`config.mk`:
```
export PLATFORM = sky130hd
export DESIGN_NAME = onehot_scan_decoder
export DESIGN_NICKNAME = d
export VERILOG_FILES = /design/src/rtl/onehot_scan_decoder_pkg.sv /design/src/rtl/onehot_scan_decoder_tick_prescaler.sv /design/src/rtl/onehot_scan_decoder.sv
export SDC_FILE = /design/constraint.sdc
export NUM_CORES = 1
export LEC_CHECK = 0
export CAP_MARGIN = 20
export CORE_MARGIN = 3
export CORE_UTILIZATION = 30
export DETAILED_ROUTE_END_ITERATION = 16
export GPL_TIMING_DRIVEN = 0
export PLACE_DENSITY = 0.57
export SLEW_MARGIN = 20
export SYNTH_ARGS = -nofsm -noshare
export SYNTH_HDL_FRONTEND = slang
export SYNTH_SLANG_ARGS = --single-unit
```
`constraint.sdc`:
```
create_clock -name clk -period 1.7 [get_ports clk]
set_input_delay 0.17 -clock clk [delete_from_list [all_inputs] [get_ports clk]]
set_output_delay 0.17 -clock clk [all_outputs]
set_load 0.03 [all_outputs]
```
`src/rtl/onehot_scan_decoder_pkg.sv`:
```
// Shared constants and helpers for the one-hot scan decoder and its prescaler.
package onehot_scan_decoder_pkg;

    localparam logic MODE_DIRECT = 1'b0;
    localparam logic MODE_SCAN   = 1'b1;
    localparam logic DIR_UP      = 1'b0;
    localparam logic DIR_DOWN    = 1'b1;

    // Counter width for a divide-by-div prescaler; never narrower than one bit.
    function automatic int prescale_width(input int div);
        return (div > 1) ? $clog2(div) : 1;
    endfunction

endpackage

```
`src/rtl/onehot_scan_decoder_tick_prescaler.sv`:
```
// Enable-gated modulo-DIV counter that emits a tick on the enabled cycle at terminal count.
module tick_prescaler
    import onehot_scan_decoder_pkg::*;
#(
    parameter int DIV = 4
) (
    input  logic clk,
    input  logic rst,
    input  logic en,
    input  logic clr,
    output logic tick
);

    localparam int               CNT_W = prescale_width(DIV);
    localparam logic [CNT_W-1:0] TERM  = CNT_W'(DIV - 1);

    logic [CNT_W-1:0] r_cnt;
    logic             w_term;

    assign w_term = (r_cnt == TERM);

    // Count is held (not cleared) while en is low so a paused scan resumes mid-period.
    always_ff @(posedge clk) begin
        if (rst) begin
            r_cnt <= '0;
        end else if (en) begin
            if (clr || w_term) begin
                r_cnt <= '0;
            end else begin
                r_cnt <= r_cnt + 1'b1;
            end
        end
    end

    assign tick = en & ~clr & w_term;

endmodule

```
`src/rtl/onehot_scan_decoder.sv`:
```
// Registered binary-to-one-hot decoder with handshaked direct load and prescaled up/down scan.
module onehot_scan_decoder
    import onehot_scan_decoder_pkg::*;
#(
    parameter int SEL_W      = 3,
    parameter int SCAN_DIV   = 4,
    parameter bit ACTIVE_LOW = 1'b0
) (
    input  logic                    clk,
    input  logic                    rst,
    input  logic                    en,
    input  logic                    mode,
    input  logic                    dir,
    input  logic [SEL_W-1:0]        sel,
    input  logic                    sel_valid,
    output logic [(1<<SEL_W)-1:0]   out,
    output logic [SEL_W-1:0]        idx,
    output logic                    step
);

    localparam int OUT_W = 1 << SEL_W;

    function automatic logic [OUT_W-1:0] decode(input logic [SEL_W-1:0] i);
        logic [OUT_W-1:0] v;
        v    = '0;
        v[i] = 1'b1;
        return ACTIVE_LOW ? ~v : v;
    endfunction

    logic [SEL_W-1:0] r_idx;
    logic [OUT_W-1:0] r_out;
    logic             r_step;
    logic             r_mode;

    logic             w_mode_chg;
    logic             w_ps_clr;
    logic             w_tick;
    logic             w_load;
    logic [SEL_W-1:0] w_idx_nxt;

    assign w_mode_chg = en & (mode != r_mode);
    // Direct mode parks the prescaler at 0; any mode switch restarts the scan period.
    assign w_ps_clr   = (mode == MODE_DIRECT) | w_mode_chg;
    assign w_load     = en & (mode == MODE_DIRECT) & sel_valid;

    tick_prescaler #(
        .DIV (SCAN_DIV)
    ) u_prescaler (
        .clk  (clk),
        .rst  (rst),
        .en   (en),
        .clr  (w_ps_clr),
        .tick (w_tick)
    );

    always_comb begin
        w_idx_nxt = r_idx;
        if (w_load) begin
            w_idx_nxt = sel;
        end else if (w_tick) begin
            w_idx_nxt = (dir == DIR_DOWN) ? r_idx - 1'b1 : r_idx + 1'b1;
        end
    end

    // r_mode tracks mode during reset so leaving reset in scan mode is not a mode switch.
    always_ff @(posedge clk) begin
        if (rst) begin
            r_idx  <= '0;
            r_out  <= decode('0);
            r_step <= 1'b0;
            r_mode <= mode;
        end else begin
            r_idx  <= w_idx_nxt;
            r_out  <= decode(w_idx_nxt);
            r_step <= w_tick;
            if (en) begin
                r_mode <= mode;
            end
        end
    end

    assign out  = r_out;
    assign idx  = r_idx;
    assign step = r_step;

endmodule
```
==> results.yml <==
outcome:
  status: "finished clean"
yosys:
  synthesis.nets: 70
  synth_seq_area_share: 0.501
  ys_seq_elements: 15
  yosys.area.top_type: "dfxtp_1"
  synth_cells: 59
  synth_flop_cell: "dfxtp_1"
  synth_edf_count: 1
  syn_area_sq_um: 619
  yosysTopAreaCellShare: 0.453
  yosysUniqueCellTypes: 28
  async_reset_ff_frac: 0
  syn-mean-instance-area_sq_um: 10.5
  yosysWarnings: 0
  yosys-top-cells-area: "dfxtp_1 (45%), nor3_1 (7.3%), edfxtp_1 (4.8%)"
place:
  hpwlAfterDp_microns: 979
  placed_area_sq_um: 832
  dp.cells: 102
  portBuffers: 18
  gp_congestion: 0.731
floorplan:
  initial_utilization: 0.337
  rows: 15
  die_w_microns: 51.4
  die_area_sq_mm: 0.00265
  io-pin-count: 21
  core_sq_mm: 0.00184
  die_height_microns: 51.4
clock_network:
  clk_path_buf_depth: 2
  cts_hold_buf: 0
  htree_levels: 1
  clk_pin_slew_ps: 90
  cts_buffers: 3
  tritoncts: "done"
  clock_latency_ps: 280
  clock-root-buffer: "clkbuf_4"
  clkSinkCount: 15
routing:
  drc: 0
  wl_per_cell_microns: 12.4
  vias: 507
  drt-initial-drc-count: 5
  via_per_inst: 4.74
  drt-total-wl_mm: 1.33
  drtPass1Iterations: 2
  antenna_left: 0
timing:
  setup_viol: 0
  finalCriticalPeriod_ps: 1650
  finalHoldViolCount: 0
  tightest_slew_ps: 395
  slew-limit-headroom: 0.736
  fin_skew_ps: 0.646
  finalSetupTns_ps: 0
  finalCritPeriodShare: 0.968
  maxSlewViolCount: 0
  worst_hold_slack_ps: 168
  fmax_mhz: 608
cells_and_area:
  finalNetCount: 94
  n_antenna_cell: 0
  layout-drive-gt1-share: 0.232
  syn_to_final_growth_pct: 45.7
  final_cells: 107
  stdcell_area_sq_um: 902
  utilization: 0.490
  layout_common_cells: "clkdlybuf4s50_1 (17), dfxtp_1 (13), nor3_1 (7)"
  mostFrequentLayoutCell: "clkdlybuf4s50_1"
power_and_ir_drop:
  peakVddDrop_v: 0.000467
  power_leakage_nw: 0.346
  power_density_mw_per_mm2: 770
flow_run:
  max_cap_viol_count: 0
grt:
  antenna_found_initial: 0
  grt_pass1_wl_mm: 2.19
  grt_max_degree: 10
  grt_pass1_vias: 484
  grtUsageTotal: 0.114
  grt-ovfl-total: 0
critical_path:
  cp.required_ps: 1910
  reg2reg_slack_ps: 50
  critPathKind: "flip-flop to flip-flop"
  start_kind: "flip-flop"
  crit_fanout: 4
  end_kind: "flip-flop"
  arrival_ps: 1850
min_path:
  worstHoldPathType: "input pin to flip-flop"
[layout make-up]
class,instances,area (sq um)
Sequential cell,15,314
Tap cell,25,31.3
Timing Repair Buffer,19,186
Clock buffer,3,22.5
Fill cell,204,937
Inverter,1,3.75
Buffer,2,15.0
Multi-Input combinational cell,41,324
Clock inverter,1,5.00
[synthesized netlist by cell type (all sizes together) (2+ instances only)]
library cell and count:
dfxtp 14, nor3 9, nor2 5, a21oi 4, nand2 2, nand2b 2
nand3 2, nand3b 2
[flip-flops by register name, summed over array words and instances, names as in the netlist]
name	count
idx	3
out	8
u_prescaler.r_cnt	2
r_mode	1
step	1
[final timing paths]
check / from / cells after the start / to
min reg2reg: u_prescaler.r_cnt[1]$_SDFFE_PP0P_ / 2 / u_prescaler.r_cnt[1]$_SDFFE_PP0P_
min: en / 3 / u_prescaler.r_cnt[1]$_SDFFE_PP0P_
max: idx[0]$_SDFF_PP0_ / 5 / out[5]$_SDFF_PP0_
max reg2reg: idx[0]$_SDFF_PP0_ / 5 / out[5]$_SDFF_PP0_
[report_power, final]
part	leakage (nW)	internal [mW]	switching (mW)	total, mW
Clock	0.0177	0.0872	0.113	0.200
Combinational	0.204	0.0549	0.0639	0.119
Sequential	0.125	0.368	0.00755	0.375
[stage by stage]
stage / setup WS, ps / total power [mW]
2_1_floorplan: 3.58 / 0.448
3_3_place_gp: -333 / 0.493
3_5_place_dp: -350 / 0.494
4_1_cts: 2.68 / 0.692
5_1_grt: -5.17 / 0.730
6_report: 54.5 / 0.695
[worst max-delay path, cell delays in order (launching register included)]
cell     delay (ps)
dfxtp_4         360
fa_2            370
xnor2_2         140
or3_4           340
and3_4          200
nor3_1          160
[repair_timing]
action,CTS,global route
setup buffers,0,1
pin swaps,0,1
endpoints found under the setup margin,5,6
gates resized for setup,2,6
[kinds of logic (layout without fill, tap and decap cells)]
family / after synthesis / in the layout / share of synthesized area
adder cells (fa/ha/maj): 2 / 2 / 0.0525
buffers and inverters: 3 / 26 / 0.0303
AND/OR/NAND/NOR: 27 / 27 / 0.279
AO/OA/AOI/OAI: 9 / 9 / 0.0930
flip-flops: 15 / 15 / 0.501
multiplexers: 1 / 1 / 0.0162
XOR/XNOR: 2 / 2 / 0.0283
[layer usage]
metal  track usage  wire, microns
met1         0.145            612
met2         0.169            656
met3        0.0321             62
met4        0.0655              0
met5             0              0
Note: power is estimated with default switching activity, not from simulation.
==> edit, RTL diff (same flow settings) <==
Set the parameter `ACTIVE_LOW` to 1'b1 (it was 1'b0).
--- a/src/rtl/onehot_scan_decoder.sv
+++ b/src/rtl/onehot_scan_decoder.sv
@@ -4,7 +4,7 @@
 #(
     parameter int SEL_W      = 3,
     parameter int SCAN_DIV   = 4,
-    parameter bit ACTIVE_LOW = 1'b0
+    parameter bit ACTIVE_LOW = 1'b1
 ) (
     input  logic                    clk,
     input  logic                    rst,
Formal check against the unedited RTL: not equivalent (a bounded check fails within 4 cycles, from zero or initial values and one cycle with rst high).
==> edit against the original RTL <==
  * Sequential cell count unchanged
  * Wire length is 7.4% lower
  * Worst setup slack gained 0.0028 ns
  * Area after synthesis down 1.4%
  * Power decreased by 0.78%
  * Design area shrank 2.5%
==> edit: results (changes against the original RTL) <==
[yosys]
syn-num-nets=69  ; -1.4%
netlist_top_cells_count=dfxtp_1 (14), nand3_1 (9), nor2_1 (6)
seq_area_frac_synth_pct=50.8  ; +0.72 points
synth_cell_type_count=24  ; -14%
synth.area.top_cells=dfxtp_1 (46%), nand3_1 (7.4%), edfxtp_1 (4.9%), a21oi_1 (4.1%), nor2_1 (3.7%)

[final_layout]
drive_gt1_share_pct=13.4  ; -9.8 points
seqCellArea_um2=312  ; -0.80%
fillers=172  ; -16%
fin_nets=94  ; unchanged

[sta]
whs_ns=0.288  ; +0.120 ns
skew_ns=0.00867  ; +0.00803 ns
worst_slew_pin_slew_ns=0.490  ; +0.0943 ns

[setup_path]
reg2reg_depth=5  ; unchanged
worst-path-max-fanout=5  ; +1
crit_start=idx[0]$_SDFF_PP0_
timing.rr.end=out[0]$_SDFF_PP0_
arrival_ns=1.85  ; about the same

[min_path]
min_path_cells=2  ; -1
min-delay-path-class=in2reg
whs_endpoint=step$_SDFF_PP0_
min_from=rst

[global_routing]
first_global_vias=436  ; -9.9%
grt.total_usage_pct=10.1  ; -1.3 points
grt_pass1_wl_um=1860  ; -15%

[route]
dr_total_vias=487  ; -3.9%
dr.pass1.iters=4  ; +2
first_iter_violations=9  ; +4
wl_per_cell_um=11.5  ; -7.4%
postRouteAntennaNets=0  ; unchanged

[power_and_ir_drop]
leakagePower_nw=0.346  ; about the same
peakVddDrop_mv=0.464  ; -0.68%

[placed_design]
globalplace.congestion=0.699  ; -4.3%
placed_area_um2=832  ; unchanged
place_hpwl_um=935  ; -4.5%
io_buffer_count=19  ; +1
post-place-ws_ns=-0.261  ; +0.0894 ns

[run_status]
status=complete, no violations

==> edit: cell types whose count changed after synthesis, sizes merged <==
cell,unedited run,this run
nor2,5,6
nor3,9,0
a21oi,4,5
o21a,0,1
xnor2,1,2
buf,1,0
a211o,1,0
xor2,1,0
nand3,2,9
==> edit: worst max-delay path: stages (launching register included) <==
cell and delay, ns:
dfxtp_2 0.35, fa_1 0.40, xnor2_1 0.14, or3_1 0.34
and3_4 0.22, a31oi_4 0.11
==> edit: cells by family (layout without fill, tap and decap cells) <==
group | after synthesis | count (layout) | synth area share, %
AOI/OAI and AO/OA | 10 | 10 | 12.5
muxes | 1 | 1 | 1.64
adders and majority gates | 2 | 2 | 5.33
xor gates and xnor gates | 2 | 2 | 2.87
DFF | 15 | 15 | 50.8
buffers and inverters | 2 | 26 | 1.23
and+or+nand+nor | 26 | 26 | 25.6
==> edit: how the worst max path moves through the flow <==
stage	slack (ns)	to	depth (start not counted)
6_report	0.06	out[0]$_SDFF_PP0_	5
5_1_grt	0.01	out[0]$_SDFF_PP0_	5
4_1_cts	0.04	out[0]$_SDFF_PP0_	6
3_5_place_dp	-0.26	out[6]$_SDFF_PP1_	6
3_3_place_gp	-0.26	out[4]$_SDFF_PP1_	6
2_1_floorplan	0.01	out[0]$_SDFF_PP0_	5
==> edit: area by class of cell <==
class                      instances  area share (%)
multi-input combinational         41            34.4
buffer                             1           0.427
inverter                           1           0.427
sequential                        15            35.4
tap                               25            3.56
clock buffer                       4            2.99
timing repair buffer              20            22.8
==> edit: report_power, final <==
group          switching (mW)  total [mW]  internal, mW  leakage (nW)
combinational          0.0604       0.113        0.0525         0.207
sequential            0.00776       0.376         0.368         0.125
clock                   0.109       0.200        0.0909        0.0150
total                   0.177       0.689         0.512         0.346
==> edit: metal layers <==
layer  track usage (%)  wire length (um)  vias to the layer above
met5                 0                 0                        -
met4              8.07                13                        0
met3              2.33                57                        2
met2              16.1               614                       10
met1              11.4               546                      218
li1                  -                 -                      257
==> edit: timing repair <==
| action | in CTS | in global routing |
|---|---|---|
| resized for setup | 0 | 4 |
| endpoints found under the setup margin | 0 | 5 |
| setup buffers | 0 | 1 |
==> edit: stage by stage <==
step           total power [mW]  cells
2_1_floorplan             0.447     58
3_3_place_gp              0.495    102
3_5_place_dp              0.495    102
4_1_cts                   0.698    106
5_1_grt                   0.720    107
6_report                  0.689    107
